### config.mk
export PLATFORM = sky130hd
export DESIGN_NAME = fpmul_apb_sequencer
export DESIGN_NICKNAME = d
export VERILOG_FILES = /design/src/rtl/fpmul_apb_sequencer.sv
export SDC_FILE = /design/constraint.sdc
export NUM_CORES = 1
export LEC_CHECK = 0
export CAP_MARGIN = 20
export CORE_AREA = 5 5 138 107
export DETAILED_ROUTE_END_ITERATION = 16
export DIE_AREA = 0 0 143 112
export GPL_ROUTABILITY_DRIVEN = 0
export HOLD_SLACK_MARGIN = 0.06
export PLACE_DENSITY = 0.81
export SLEW_MARGIN = 20
export SYNTH_ARGS = -nofsm -noshare
export SYNTH_HDL_FRONTEND = slang
export SYNTH_SLANG_ARGS = --single-unit
### constraint.sdc
create_clock -name clk -period 3 [get_ports clk]
set_clock_uncertainty 0.05 [all_clocks]
set_input_delay 0.3 -clock clk [delete_from_list [all_inputs] [get_ports clk]]
set_output_delay 0.3 -clock clk [all_outputs]
set_load 0.02 [all_outputs]
### src/rtl/fpmul_apb_sequencer.sv
// rtl/fpmul_apb_sequencer.sv - APB byte-wide front end that launches and supervises a multi-cycle FP32 multiplier
module fpmul_apb_sequencer #(
    parameter int unsigned TIMEOUT_CYCLES = 255
) (
    input  logic        clk,
    input  logic        rst,
    input  logic [31:0] paddr,
    input  logic        psel,
    input  logic        penable,
    input  logic        pwrite,
    input  logic [31:0] pwdata,
    output logic        pready,
    output logic [31:0] prdata,
    output logic        fpm_start,
    output logic [31:0] fpm_op_a,
    output logic [31:0] fpm_op_b,
    input  logic        fpm_done,
    input  logic [31:0] fpm_res,
    output logic        irq
);

    typedef enum logic [1:0] {IDLE, LAUNCH, WAIT} state_t;

    localparam logic [15:0] CNT_LAST = 16'(TIMEOUT_CYCLES - 1);

    state_t      state_q;
    logic [31:0] opa_q, opb_q, res_q;
    logic [15:0] cnt_q;
    logic        ie_q, done_q, tmo_q, ovr_q, start_q;

    logic        busy, wr_en, rd_en;
    logic [3:0]  addr;
    logic [1:0]  byte_sel;
    logic [7:0]  wbyte;
    logic [7:0]  rbyte;
    logic        unused_bits;

    assign addr        = paddr[3:0];
    assign byte_sel    = paddr[1:0];
    assign wbyte       = pwdata[7:0];
    assign busy        = (state_q != IDLE);
    assign wr_en       = psel & penable & pwrite;
    assign rd_en       = psel & penable & ~pwrite;
    assign unused_bits = ^{paddr[31:4], pwdata[31:8]};

    always_ff @(posedge clk) begin
        if (rst) begin
            state_q <= IDLE;
            opa_q   <= '0;
            opb_q   <= '0;
            res_q   <= '0;
            cnt_q   <= '0;
            ie_q    <= 1'b0;
            done_q  <= 1'b0;
            tmo_q   <= 1'b0;
            ovr_q   <= 1'b0;
            start_q <= 1'b0;
        end else begin
            start_q <= 1'b0;
            if (wr_en) begin
                case (addr)
                    4'h0, 4'h1, 4'h2, 4'h3: begin
                        if (busy) ovr_q <= 1'b1;
                        else      opa_q[8*byte_sel +: 8] <= wbyte;
                    end
                    4'h4, 4'h5, 4'h6, 4'h7: begin
                        if (busy) ovr_q <= 1'b1;
                        else      opb_q[8*byte_sel +: 8] <= wbyte;
                    end
                    4'h8: begin
                        ie_q <= wbyte[1];
                        if (wbyte[0]) begin
                            if (busy) begin
                                ovr_q <= 1'b1;
                            end else begin
                                state_q <= LAUNCH;
                                start_q <= 1'b1;
                                done_q  <= 1'b0;
                                tmo_q   <= 1'b0;
                            end
                        end
                    end
                    4'h9: begin
                        if (wbyte[1]) done_q <= 1'b0;
                        if (wbyte[2]) tmo_q  <= 1'b0;
                        if (wbyte[3]) ovr_q  <= 1'b0;
                    end
                    default: ;
                endcase
            end
            // Placed after the register writes so a completion beats a same-cycle W1C.
            case (state_q)
                LAUNCH: begin
                    state_q <= WAIT;
                    cnt_q   <= '0;
                end
                WAIT: begin
                    if (fpm_done) begin
                        res_q   <= fpm_res;
                        done_q  <= 1'b1;
                        state_q <= IDLE;
                    end else if (cnt_q == CNT_LAST) begin
                        tmo_q   <= 1'b1;
                        state_q <= IDLE;
                    end else if (cnt_q != 16'hFFFF) begin
                        cnt_q <= cnt_q + 16'd1;
                    end
                end
                default: ;
            endcase
        end
    end

    always_comb begin
        rbyte = 8'h00;
        case (addr)
            4'h0, 4'h1, 4'h2, 4'h3: rbyte = opa_q[8*byte_sel +: 8];
            4'h4, 4'h5, 4'h6, 4'h7: rbyte = opb_q[8*byte_sel +: 8];
            4'h8:                   rbyte = {6'b0, ie_q, 1'b0};
            4'h9:                   rbyte = {4'b0, ovr_q, tmo_q, done_q, busy};
            4'hC, 4'hD, 4'hE, 4'hF: rbyte = res_q[8*byte_sel +: 8];
            default:                rbyte = 8'h00;
        endcase
    end

    // Result reads hold the bus until the in-flight multiply has retired.
    assign pready    = ~(rd_en & (addr[3:2] == 2'b11) & busy);
    assign prdata    = rd_en ? {24'h0, rbyte} : 32'h0;
    assign fpm_start = start_q;
    assign fpm_op_a  = opa_q;
    assign fpm_op_b  = opb_q;
    assign irq       = done_q & ie_q;

endmodule

==> results.py <==
metrics = {
    "global_route": {
        "grt_overflow": 0,
        "grt_max_degree": 58,
        "first_global_vias": 5563,
        "grt_pass1_wl_um": 31100,
        "antenna_found_initial": 0,
        "grtUsageTotal_pct": 24.8,
    },
    "route": {
        "drc_errors": 0,
        "drt-initial-drc-count": 636,
        "wl_per_cell_um": 18.7,
        "drtAntennaViolNets": 0,
        "vias_per_cell": 5.70,
        "vias": 6149,
        "totalWireLength_um": 20100,
        "firstDrtPassIters": 5,
    },
    "final_layout": {
        "fin_nets": 1003,
        "fin_area_um2": 8150,
        "area_growth_pct": 33.7,
        "fill_cells": 1151,
        "drive_gt1_share_pct": 13.7,
        "fin_cells": 1078,
        "utilization_pct": 60.9,
        "antennaDiodeCount": 0,
    },
    "synthesis": {
        "synth.distinct_cells": 63,
        "synth_edf_count": 0,
        "synth_flop_cell": "dfxtp_1",
        "syn_area_um2": 6100,
        "syn_inst": 761,
        "synth-seq-cells": 119,
        "async_flop_share_pct": 0,
        "yosysSeqAreaShare_pct": 39.1,
        "yosys_warnings": 0,
        "syn_area_per_cell_um2": 8.01,
    },
    "timing": {
        "period_needed_ns": 2.66,
        "worstMarginPinSlew_ns": 0.648,
        "rsz0062_at_grt": "no",
        "worst_hold_slack_ns": 0.297,
        "setup_viol": 0,
        "fmaxAchievable_ghz": 0.376,
        "min_period_over_period_pct": 88.7,
        "slew_viol_final": 0,
        "hold_viol_final": 0,
        "slew_headroom_pct": 56.6,
    },
    "clocking": {
        "numCtsBuffers": 17,
        "htreeDepth": 4,
        "worstSkewPairLatency_ns": 0.42,
        "clkTransAtPathRegs_ns": 0.06,
        "hold_buffers": 0,
        "cts-root-buf": "clkbuf_16",
        "cts_tree": "yes",
        "cts_sinks": 119,
        "clockBufferDepth": 2,
    },
    "placement": {
        "placedInstanceArea_um2": 7540,
        "dp_hpwl_um": 14300,
        "dpl.cell_count": 1043,
        "io_buffers": 124,
    },
    "run_status": {
        "status": "complete, no violations",
    },
    "setup_path": {
        "cp_data_arrival_time_ns": 2.31,
        "path_class": "in2out",
        "critical_path_required_ns": 2.65,
        "worst_setup_path_start_kind": "input port",
        "path_max_fanout": 7,
        "cp-end-kind": "output port",
    },
    "die": {
        "rows": 37,
        "boundaryPins": 201,
        "die_width_um": 143,
        "die_y_um": 112,
        "core_area_um2": 13400,
        "start_util_pct": 45.6,
        "die_area_um2": 16000,
    },
    "power_and_ir_drop": {
        "swShare_pct": 26.6,
        "comb_power_share_pct": 8.5,
        "cellPowerDensity_nw_per_um2": 483,
        "internal_power_mw": 2.89,
        "leakage_nw": 2.92,
        "p_clk_share_pct": 51.3,
        "ir_drop_v": 0.000410,
        "p_switching_mw": 1.05,
        "p_seq_share_pct": 40.2,
    },
    "job": {
        "drv_cap": 0,
    },
    "min_path": {
        "hold_class": "in2reg",
    },
}
[placed cells by master, fill, tap and decap left out, drive strengths merged, types with 8 or more instances in the layout]
cell type,Yosys,layout
or3,9,9
mux4,9,9
a211oi,15,15
dfxtp,119,119
mux2i,24,24
a21oi,105,105
nor2,41,41
conb,1,24
nand4,15,15
clkdlybuf4s50,0,112
and2,9,9
mux2,8,8
ha,11,11
buf,37,54
a22oi,8,8
nand2,161,161
nand3,47,47
o21ai,16,16
inv,9,20
clkbuf,45,18
[path summary, 6_finish.rpt]
check | from | to | slack [ns] | cells past startpoint
setup / recovery | paddr[0] | prdata[3] | 0.34 | 12
hold / removal | rst | fpm_op_b[0]$_SDFFE_PP0P_ | 0.30 | 2
setup reg to reg | cnt_q[0]$_SDFFE_PP0P_ | cnt_q[5]$_SDFFE_PP0P_ | 0.82 | 7
hold reg to reg | res_q[24]$_SDFFE_PP0P_ | res_q[24]$_SDFFE_PP0P_ | 0.41 | 2
[final cells by class]
cell class	instances	area, um^2	share of cell area (%)
Multi-Input combinational cell	574	3380	41.4
Clock buffer	17	425	5.22
Tap cell	175	219	2.69
Sequential cell	119	2380	29.2
Timing Repair Buffer	169	1560	19.1
Inverter	9	33.8	0.414
Clock inverter	15	155	1.90
[power groups by stage]
stage	registers (mW)	clock network, mW	logic, mW
after floorplan	1.62	0	0.197
after global placement	1.62	0	0.314
after detailed placement	1.62	0	0.316
after CTS	1.58	2.03	0.322
after global routing	1.58	2.12	0.353
final	1.58	2.02	0.336
[registers in the layout (all words and copies together), names as in the netlist]
name       count
cnt_q         16
done_q         1
fpm_op_a      32
fpm_op_b      32
fpm_start      1
ie_q           1
ovr_q          1
res_q         32
state_q        2
tmo_q          1
[through the flow]
stage	worst slack [ns]	TNS (ns)	power (mW)
after detailed placement	-0.520	-3.69	1.93
after floorplan	0.0121	0	1.81
after global placement	-0.478	-3.58	1.93
after global routing	0.224	0	4.06
after CTS	0.0000122	0	3.94
final	0.338	0	3.94
[what timing repair did]
action,4_1_cts,5_1_grt
setup buffers,2,1
gates resized for setup,39,11
pin swaps,5,5
setup endpoints to repair,8,8
[worst max-delay path: stages]
cell and delay (ns):
dlymetal6s2s_1 0.14, buf_4 0.15, ha_2 0.19, buf_4 0.14, o41ai_4 0.31, buf_4 0.20, nor3_1 0.06, a311o_1 0.30
a211oi_2 0.14, a211oi_1 0.07, buf_4 0.15, buf_2 0.15
[Yosys cell counts (2+ instances only)]
master / count / area (um^2)
a211oi_1: 15 / 113
a21oi_1: 105 / 526
a22oi_1: 8 / 60.1
a311o_1: 3 / 30.0
a31oi_1: 4 / 25.0
a41o_1: 2 / 20.0
and2_1: 9 / 56.3
and3_1: 4 / 25.0
buf_2: 11 / 55.1
buf_4: 25 / 188
clkbuf_1: 41 / 154
clkbuf_2: 4 / 20.0
dfxtp_1: 119 / 2380
ha_1: 11 / 138
inv_1: 9 / 33.8
mux2_2: 8 / 90.1
mux2i_1: 24 / 240
mux4_2: 9 / 203
nand2_1: 161 / 604
nand2b_1: 4 / 25.0
nand3_1: 47 / 235
nand3b_1: 4 / 30.0
nand4_1: 15 / 93.8
nand4b_1: 2 / 17.5
nor2_1: 40 / 150
nor2b_1: 3 / 18.8
nor3_1: 6 / 30.0
nor4_1: 5 / 31.3
o21a_1: 2 / 15.0
o21ai_0: 13 / 65.1
o21ai_1: 2 / 10.0
o31a_1: 2 / 17.5
o31ai_1: 4 / 30.0
or3_1: 8 / 50.1
or4_1: 4 / 30.0
[layer usage]
layer / up-vias / part of all wire [%] / GRT usage (%)
met5: - / 0 / 0
met4: 0 / 2.4 / 7.03
met3: 46 / 13 / 9.49
met2: 373 / 43 / 35.1
met1: 2839 / 42 / 35.1
li1: 2891 / - / -
[cell families after synthesis]
kind of cell	after synthesis	synth area share [%]
flops	119	39.1
buf+inv	91	7.57
fa+ha+maj	11	2.26
compound gates	173	17.3
mux	41	8.74
simple gates	325	25.0
other cells	1	0.0615
No activity file was read; power rests on OpenSTA's default activity.
